===== src/rtl/rv32i_pkg.sv =====
// Shared constants for the RV32I execute stage: field widths, one-hot bit
// positions for ALU ops and opcodes, exception flag positions, and the
// bundle of combinational results handed from datapath to pipeline regs.
package rv32i_pkg;

    localparam int ALU_WIDTH       = 14;
    localparam int OPCODE_WIDTH    = 11;
    localparam int EXCEPTION_WIDTH = 4;

    // One-hot ALU operation bit positions
    localparam int ADD  = 0;
    localparam int SUB  = 1;
    localparam int SLT  = 2;
    localparam int SLTU = 3;
    localparam int XOR  = 4;
    localparam int OR   = 5;
    localparam int AND  = 6;
    localparam int SLL  = 7;
    localparam int SRL  = 8;
    localparam int SRA  = 9;
    localparam int EQ   = 10;
    localparam int NEQ  = 11;
    localparam int GE   = 12;
    localparam int GEU  = 13;

    // One-hot opcode bit positions
    localparam int RTYPE  = 0;
    localparam int ITYPE  = 1;
    localparam int LOAD   = 2;
    localparam int STORE  = 3;
    localparam int BRANCH = 4;
    localparam int JAL    = 5;
    localparam int JALR   = 6;
    localparam int LUI    = 7;
    localparam int AUIPC  = 8;
    localparam int SYSTEM = 9;
    localparam int FENCE  = 10;

    // Exception flag positions (carried through untouched)
    localparam int EXC_ILLEGAL = 0;
    localparam int EXC_ECALL   = 1;
    localparam int EXC_EBREAK  = 2;
    localparam int EXC_MRET    = 3;

    // Combinational results of the execute datapath
    typedef struct packed {
        logic [31:0] y;
        logic [31:0] rd;
        logic [31:0] next_pc;
        logic        change_pc;
    } dp_result_t;

endpackage


===== src/rtl/rv32i_alu_datapath.sv =====
// Pure combinational execute datapath: operand selection, one-hot ALU,
// writeback data and branch/jump target resolution.
module rv32i_alu_datapath
    import rv32i_pkg::*;
(
    input  logic [ALU_WIDTH-1:0]    alu,
    input  logic [OPCODE_WIDTH-1:0] opcode,
    input  logic [31:0]             rs1,
    input  logic [31:0]             rs2,
    input  logic [31:0]             imm,
    input  logic [31:0]             pc,
    output dp_result_t              res
);

    logic [31:0] a_s;
    logic [31:0] b_s;
    logic [31:0] y_s;

    // Operand select: PC-relative ops use pc as a; register-register and branches use rs2 as b
    always_comb begin
        a_s = rs1;
        b_s = imm;
        if (opcode[JAL] | opcode[AUIPC]) begin
            a_s = pc;
        end else begin
            a_s = rs1;
        end
        if (opcode[RTYPE] | opcode[BRANCH]) begin
            b_s = rs2;
        end else begin
            b_s = imm;
        end
    end

    // ALU: priority chain so an illegal multi-hot select resolves to its lowest bit
    always_comb begin
        y_s = 32'd0;
        if      (alu[ADD])  y_s = a_s + b_s;
        else if (alu[SUB])  y_s = a_s - b_s;
        else if (alu[SLT])  y_s = {31'd0, $signed(a_s) < $signed(b_s)};
        else if (alu[SLTU]) y_s = {31'd0, a_s < b_s};
        else if (alu[XOR])  y_s = a_s ^ b_s;
        else if (alu[OR])   y_s = a_s | b_s;
        else if (alu[AND])  y_s = a_s & b_s;
        else if (alu[SLL])  y_s = a_s << b_s[4:0];
        else if (alu[SRL])  y_s = a_s >> b_s[4:0];
        else if (alu[SRA])  y_s = $signed(a_s) >>> b_s[4:0];
        else if (alu[EQ])   y_s = {31'd0, a_s == b_s};
        else if (alu[NEQ])  y_s = {31'd0, a_s != b_s};
        else if (alu[GE])   y_s = {31'd0, $signed(a_s) >= $signed(b_s)};
        else if (alu[GEU])  y_s = {31'd0, a_s >= b_s};
        else                y_s = 32'd0;
    end

    // Writeback data, redirect target and redirect decision
    always_comb begin
        res.y = y_s;
        if      (opcode[LUI])                res.rd = imm;
        else if (opcode[AUIPC])              res.rd = pc + imm;
        else if (opcode[JAL] | opcode[JALR]) res.rd = pc + 32'd4;
        else                                 res.rd = y_s;
        if (opcode[JALR]) begin
            res.next_pc = (rs1 + imm) & ~32'd1;
        end else begin
            res.next_pc = pc + imm;
        end
        res.change_pc = opcode[JAL] | opcode[JALR] | (opcode[BRANCH] & y_s[0]);
    end

endmodule


===== src/rtl/rv32i_alu_exec.sv =====
// RV32I execute stage: wraps the combinational datapath with the pipeline
// register toward the memory stage and the stall/flush handshake.
module rv32i_alu_exec
    import rv32i_pkg::*;
(
    input  logic                       i_clk,
    input  logic                       i_rst_n,
    input  logic [ALU_WIDTH-1:0]       i_alu,
    input  logic [OPCODE_WIDTH-1:0]    i_opcode,
    input  logic [2:0]                 i_funct3,
    input  logic [4:0]                 i_rs1_addr,
    input  logic [31:0]                i_rs1,
    input  logic [31:0]                i_rs2,
    input  logic [31:0]                i_imm,
    input  logic [31:0]                i_pc,
    input  logic [4:0]                 i_rd_addr,
    input  logic [EXCEPTION_WIDTH-1:0] i_exception,
    input  logic                       i_ce,
    input  logic                       i_stall,
    input  logic                       i_force_stall,
    input  logic                       i_flush,
    output logic [4:0]                 o_rs1_addr,
    output logic [31:0]                o_rs1,
    output logic [31:0]                o_rs2,
    output logic [11:0]                o_imm,
    output logic [2:0]                 o_funct3,
    output logic [OPCODE_WIDTH-1:0]    o_opcode,
    output logic [EXCEPTION_WIDTH-1:0] o_exception,
    output logic [31:0]                o_pc,
    output logic [31:0]                o_y,
    output logic [31:0]                o_next_pc,
    output logic                       o_change_pc,
    output logic                       o_wr_rd,
    output logic [4:0]                 o_rd_addr,
    output logic [31:0]                o_rd,
    output logic                       o_rd_valid,
    output logic                       o_stall_from_alu,
    output logic                       o_ce,
    output logic                       o_stall,
    output logic                       o_flush
);

    dp_result_t dp_s;
    logic       stall_bit_s;
    logic       fire_s;
    logic       wr_rd_s;
    logic       rd_valid_s;

    rv32i_alu_datapath u_datapath (
        .alu    (i_alu),
        .opcode (i_opcode),
        .rs1    (i_rs1),
        .rs2    (i_rs2),
        .imm    (i_imm),
        .pc     (i_pc),
        .res    (dp_s)
    );

    // Upstream handshake; a flush overrides the stall we report, but a real
    // downstream stall still freezes this stage through stall_bit_s
    always_comb begin
        o_stall     = (i_stall | i_force_stall) & ~i_flush;
        o_flush     = i_flush;
        stall_bit_s = o_stall | i_stall;
        fire_s      = i_ce & ~stall_bit_s;
        wr_rd_s     = ~(i_opcode[BRANCH] | i_opcode[STORE] | i_opcode[FENCE] |
                        (i_opcode[SYSTEM] & (i_funct3 == 3'd0)));
        rd_valid_s  = wr_rd_s & ~i_opcode[LOAD];
    end

    // Data pipeline register: loads on an accepted instruction, otherwise holds
    always_ff @(posedge i_clk) begin
        if (!i_rst_n) begin
            o_rs1_addr  <= 5'd0;
            o_rs1       <= 32'd0;
            o_rs2       <= 32'd0;
            o_imm       <= 12'd0;
            o_funct3    <= 3'd0;
            o_opcode    <= {OPCODE_WIDTH{1'b0}};
            o_exception <= {EXCEPTION_WIDTH{1'b0}};
            o_pc        <= 32'd0;
            o_y         <= 32'd0;
            o_next_pc   <= 32'd0;
            o_rd_addr   <= 5'd0;
            o_rd        <= 32'd0;
        end else if (fire_s) begin
            o_rs1_addr  <= i_rs1_addr;
            o_rs1       <= i_rs1;
            o_rs2       <= i_rs2;
            o_imm       <= i_imm[11:0];
            o_funct3    <= i_funct3;
            o_opcode    <= i_opcode;
            o_exception <= i_exception;
            o_pc        <= i_pc;
            o_y         <= dp_s.y;
            o_next_pc   <= dp_s.next_pc;
            o_rd_addr   <= i_rd_addr;
            o_rd        <= dp_s.rd;
        end
    end

    // Control flags: redirect is a one-cycle pulse, the rest hold when not loading
    always_ff @(posedge i_clk) begin
        if (!i_rst_n) begin
            o_change_pc      <= 1'b0;
            o_wr_rd          <= 1'b0;
            o_rd_valid       <= 1'b0;
            o_stall_from_alu <= 1'b0;
        end else if (fire_s) begin
            o_change_pc      <= dp_s.change_pc;
            o_wr_rd          <= wr_rd_s;
            o_rd_valid       <= rd_valid_s;
            o_stall_from_alu <= i_opcode[LOAD] | i_opcode[STORE];
        end else begin
            o_change_pc      <= 1'b0;
        end
    end

    // Next-stage valid: flush kills, a released downstream stall inserts a bubble
    always_ff @(posedge i_clk) begin
        if (!i_rst_n) begin
            o_ce <= 1'b0;
        end else if (i_flush & ~stall_bit_s) begin
            o_ce <= 1'b0;
        end else if (~stall_bit_s) begin
            o_ce <= i_ce;
        end else if (~i_stall) begin
            o_ce <= 1'b0;
        end else begin
            o_ce <= o_ce;
        end
    end

endmodule


===== config.mk =====
export PLATFORM = sky130hd
export DESIGN_NAME = rv32i_alu_exec
export DESIGN_NICKNAME = d
export VERILOG_FILES = /design/src/rtl/rv32i_pkg.sv /design/src/rtl/rv32i_alu_datapath.sv /design/src/rtl/rv32i_alu_exec.sv
export SDC_FILE = /design/constraint.sdc
export NUM_CORES = 1
export LEC_CHECK = 0
export CAP_MARGIN = 0
export CORE_ASPECT_RATIO = 1.4
export CORE_MARGIN = 2
export CORE_UTILIZATION = 55
export CTS_BUF_LIST = sky130_fd_sc_hd__clkbuf_4 sky130_fd_sc_hd__clkbuf_8
export CTS_CLUSTER_DIAMETER = 100
export DETAILED_ROUTE_END_ITERATION = 16
export HOLD_SLACK_MARGIN = 0.06
export PLACE_DENSITY = 0.87
export SYNTH_ARGS = -nofsm -noshare
export SYNTH_HDL_FRONTEND = slang
export SYNTH_HIERARCHICAL = 1
export SYNTH_SLANG_ARGS = --single-unit
export TNS_END_PERCENT = 1

===== constraint.sdc =====
create_clock -name i_clk -period 7 [get_ports i_clk]
set_clock_uncertainty 0.05 [all_clocks]
set_input_delay 1.4 -clock i_clk [delete_from_list [all_inputs] [get_ports i_clk]]
set_output_delay 1.4 -clock i_clk [all_outputs]
set_load 0.01 [all_outputs]

==> results of run 1 <==
[through the flow]
stage / cells / util (%) / cell area, µm² / setup slack (ps) / hold slack (ps)
4_1_cts: 4350 / 68.3 / 31400 / 1020 / 420
3_5_place_dp: 4281 / 66.3 / 30500 / 418 / 406
3_3_place_gp: 4281 / 66.3 / 30500 / 484 / 394
2_1_floorplan: 3422 / - / 25600 / 958 / 431
[layer usage]
layer | GRT usage, % | overflow
met5 | 0.789 | 0
met4 | 66.6 | 4
met3 | 29.0 | 0
met2 | 87.1 | 1
met1 | 62.3 | 0
[cell usage after synthesis (26+ instances only)]
cell type  instances
o211ai_1          39
and3_1            26
nor3_1            46
mux2i_1           98
inv_1            133
a211oi_1          42
a221o_1           30
nand3_1           65
a221oi_1          29
xor2_1            33
nand2_1          207
buf_2             58
o21ai_0          390
o31ai_1           27
clkbuf_1         244
nor2_1           195
a21o_1            43
a21oi_1          410
dfxtp_1          237
o2111ai_1        239
xnor2_1           59
ha_1             159
mux2_2            78
[cell families after synthesis]
group                    Yosys count  synth area share, %
AND/OR/NAND/NOR                  715                 13.5
multiplexers                     205                 9.52
adder cells (fa/ha/maj)          163                 8.08
buffers and inverters            474                 7.60
AO/OA/AOI/OAI                   1536                 39.6
XOR/XNOR                          92                 3.15
flip-flops                       237                 18.5
==> run_results.csv, run 1 <==
group,metric,value,unit
status,outcome,"did not finish",
status,stop_stage,"global routing (5_1_grt)",
status,firstError,"[ERROR GRT-0116] Global routing finished with congestion. Check the congestion regions in the DRC Viewer.",
place,numPortBuffers,414,
synthesis,synth_cells,3422,
global_route,grt_overflow,5,
synthesis,synth_top_area_share,18.5,%
cts,clock_sinks,237,
synthesis,synthArstFlopShare,0,%
synthesis,synth_area_leaders,"dfxtp_1 (19%), o2111ai_1 (8.2%), a21oi_1 (8.0%)",
synthesis,syn_area_per_cell,7.49,µm²
synthesis,synthFlopType,"dfxtp_1",
cts,hold_buffers,0,
cts,cts-resized-gates,0,
synthesis,synth-edff-count,0,
synthesis,ys_types,108,
global_route,grt_pass1_vias,33400,
cts,cts_setup_buffers,0,
die,rows,93,
synthesis,ys_seq_elements,237,
global_route,grt_use_total,60.8,%
global_route,grt_max_degree,156,
cts,h-tree-depth,2,
cts,cts.path.max_buffers,3,
die,chipWidth,186,µm
synthesis,synth_warnings,6,
die,ioPinCount,415,
cts,cts_buffers,38,
synthesis,synth_fp_nets,3761,
cts,clk_root_buffer_cell,"clkbuf_8",
global_route,grt_pass1_wl,223,mm
synthesis,synth_area_leader_cell,"dfxtp_1",
place,routabilityCongestion,1.21,
die,die_h,259,µm
die,start_util,55.7,%
synthesis,ys_seq_area_share,18.5,%
place,dp_hpwl,108,mm
synthesis,syn_area,0.0256,mm²
==> run 2, diff against run 1 <==
--- a/config.mk
+++ b/config.mk
@@ -6,14 +6,10 @@
 export NUM_CORES = 1
 export LEC_CHECK = 0
 export CAP_MARGIN = 0
-export CORE_ASPECT_RATIO = 1.4
 export CORE_MARGIN = 2
-export CORE_UTILIZATION = 55
-export CTS_BUF_LIST = sky130_fd_sc_hd__clkbuf_4 sky130_fd_sc_hd__clkbuf_8
-export CTS_CLUSTER_DIAMETER = 100
+export CORE_UTILIZATION = 40
 export DETAILED_ROUTE_END_ITERATION = 16
-export HOLD_SLACK_MARGIN = 0.06
-export PLACE_DENSITY = 0.87
+export PLACE_DENSITY_LB_ADDON = 0.15
 export SYNTH_ARGS = -nofsm -noshare
 export SYNTH_HDL_FRONTEND = slang
 export SYNTH_HIERARCHICAL = 1
==> run_results.csv, run 2 <==
group,metric,value,unit
status,outcome,"complete, no violations",
synthesis,ys_seq_elements,237,
timing,finalHoldViolCount,0,
critical_path,r2r_setup_slack,6120,ps
synthesis,syn_area,0.0256,mm²
route,avgViaCountPerCell,6.90,
critical_path,crit_fanout,11,
critical_path,path_buf_inv,3,
die,core-area,0.0632,mm²
global_route,antenna_found_initial,12,
synthesis,synthArstFlopShare,0,%
synthesis,syn_area_per_cell,7.49,µm²
layout,area_delta_synth_final,25.0,%
cts,cts_setup_buffers,0,
die,die-area,0.0661,mm²
critical_path,worstPathCellList,"clkdlybuf4s50_1 -> nor2_4 -> buf_4 -> mux2i_4 -> ha_1 -> buf_4 -> o21bai_1 -> a21oi_1 -> o22ai_1 -> o21bai_1 -> a211oi_1 -> o221ai_1 -> a221o_1 -> o21ai_0 -> o221a_2 -> o41ai_1 -> o2111ai_1 -> a21oi_1",
synthesis,synth_area_leaders,"dfxtp_1 (19%), o2111ai_1 (8.2%), a21oi_1 (8.0%)",
die,ioPinCount,415,
min_path,hold_path_class,"register to register",
critical_path,worst_ep_required_time,7420,ps
place,place_inst,4558,
timing,max_freq,156,MHz
synthesis,synth_top_area_share,18.5,%
critical_path,path_class,"input port to register",
synthesis,ys_types,108,
route,remaining_drc_errors,0,
critical_path,critPathSlowestCell,"clkdlybuf4s50_1",
place,numPortBuffers,414,
cts,h-tree-depth,1,
layout,final_nets,4082,
route,firstDrtPassIters,6,
place,routabilityCongestion,1.08,
synthesis,synth_warnings,6,
timing,hold-worst-slack,422,ps
critical_path,crit_path_end_kind,"register",
route,ant_nets,0,
cts,insertion_delay,600,ps
die,start_util,40.5,%
critical_path,slowest_delay,680,ps
critical_path,start_kind,"input port",
cts,path_clk_slew,60,ps
place,dp_hpwl,115,mm
power_and_ir_drop,power_density,180,mW/mm²
die,die_h,257,µm
synthesis,synth_area_leader_cell,"dfxtp_1",
synthesis,ys_seq_area_share,18.5,%
route,routed_wl,152,mm
power_and_ir_drop,p_leak,11.9,nW
critical_path,crit_arrival,6810,ps
cts,cts_buffers,29,
timing,finalSetupViolCount,0,
cts,hold_buffers,0,
route,vias,31900,
cts,cts_tree,"yes",
timing,tightest_slew,1210,ps
layout,drive_gt1_share,11.4,%
layout,postLayoutCoreUtil,50.7,%
global_route,grt_use_total,43.6,%
cts,cts.path.max_buffers,3,
layout,final_common_cell,"clkdlybuf4s50_1",
global_route,grt_max_degree,159,
timing,rsz0062_at_grt,"no",
timing,finalCriticalPeriod,6390,ps
critical_path,crit_family,"compound AO/OA/AOI/OAI gates",
synthesis,synth_most_common_cell,"a21oi_1",
cts,clk_root_buffer_cell,"clkbuf_16",
global_route,grt_overflow,0,
run,max_cap_violations,0,
route,avgRoutedWirePerCell,32.8,µm
timing,timing.slew.headroom,19.2,%
synthesis,synth_cells,3422,
die,rows,92,
power_and_ir_drop,irDropWorstVdd,189,µV
layout,fin_cells,4616,
synthesis,ys_top_cells_by_count,"a21oi_1 (410), o21ai_0 (390), clkbuf_1 (244)",
timing,tns,0,ps
cts,clock_sinks,237,
synthesis,synth-edff-count,0,
synthesis,synthFlopType,"dfxtp_1",
synthesis,synth_fp_nets,3761,
cts,cts-resized-gates,0,
global_route,grt_pass1_vias,29200,
route,dr.first_iter.drc_count,4278,
layout,layout_common_cells,"clkdlybuf4s50_1 (411), a21oi_1 (410), o21ai_0 (390), o2111ai_1 (239), dfxtp_1 (237)",
global_route,grt_pass1_wl,215,mm
timing,finalMaxSlewViolations,0,
die,chipWidth,257,µm
timing,period_share,91.3,%
-- run 2: cell counts after synthesis --
Identical to the previous run, type by type.
-- run 2: layer usage --
layer | global-route usage [%] | part of all wire [%] | wire length (µm)
met4 | 24.7 | 6.7 | 10200
met2 | 64.1 | 42 | 63100
met5 | 0 | 0.049 | 74
met3 | 8.08 | 11 | 16100
met1 | 59.7 | 41 | 62100
-- run 2: final timing paths --
check	cells past startpoint	from	end
worst max-delay path	18	i_opcode[0]	o_rd[19]
worst max register to register	2	o_rd[31]	o_rd[31]
worst min register to register	2	o_funct3[1]	o_funct3[1]
worst min-delay path	2	o_funct3[1]	o_funct3[1]
-- run 2: cells by family (layout without fill, tap and decap cells) --
group / count (synthesis) / count (layout) / synth area share [%]
xor gates and xnor gates: 92 / 92 / 3.15
muxes: 205 / 205 / 9.52
adders and majority gates: 163 / 163 / 8.08
and+or+nand+nor: 715 / 715 / 13.5
buffers and inverters: 474 / 818 / 7.60
DFF: 237 / 237 / 18.5
AOI/OAI and AO/OA: 1536 / 1536 / 39.6
other: 0 / 4 / 0
-- run 2: worst register-to-register path: stages, from the launching register on --
cell     delay, ps
dfxtp_1        450
o21ai_0        140
a21oi_1        170
-- run 2: per-stage QoR --
step | worst slack (ps) | instance area, µm² | power [mW]
2_1_floorplan | 958 | 25600 | 3.00
3_3_place_gp | 248 | 31100 | 4.20
3_5_place_dp | 238 | 31100 | 4.17
4_1_cts | 874 | 32000 | 5.67
5_1_grt | 497 | 32000 | 5.96
6_report | 609 | 32000 | 5.77
-- run 2: where the power goes --
| group | switching (mW) | internal, mW | total, mW |
|---|---|---|---|
| clock | 0.664 | 0.831 | 1.50 |
| combinational | 1.80 | 1.02 | 2.82 |
| sequential | 0.0340 | 1.42 | 1.45 |
| total | 2.50 | 3.27 | 5.77 |
-- run 2: final cells by class --
| type | instances | area [µm²] |
|---|---|---|
| Antenna cell | 4 | 10.0 |
| Clock buffer | 43 | 798 |
| Clock inverter | 11 | 106 |
| Fill cell | 6358 | 31200 |
| Inverter | 142 | 561 |
| Multi-Input combinational cell | 2711 | 19000 |
| Sequential cell | 237 | 4740 |
| Tap cell | 846 | 1060 |
| Timing Repair Buffer | 622 | 5770 |
(Power assumes the default switching activity.)
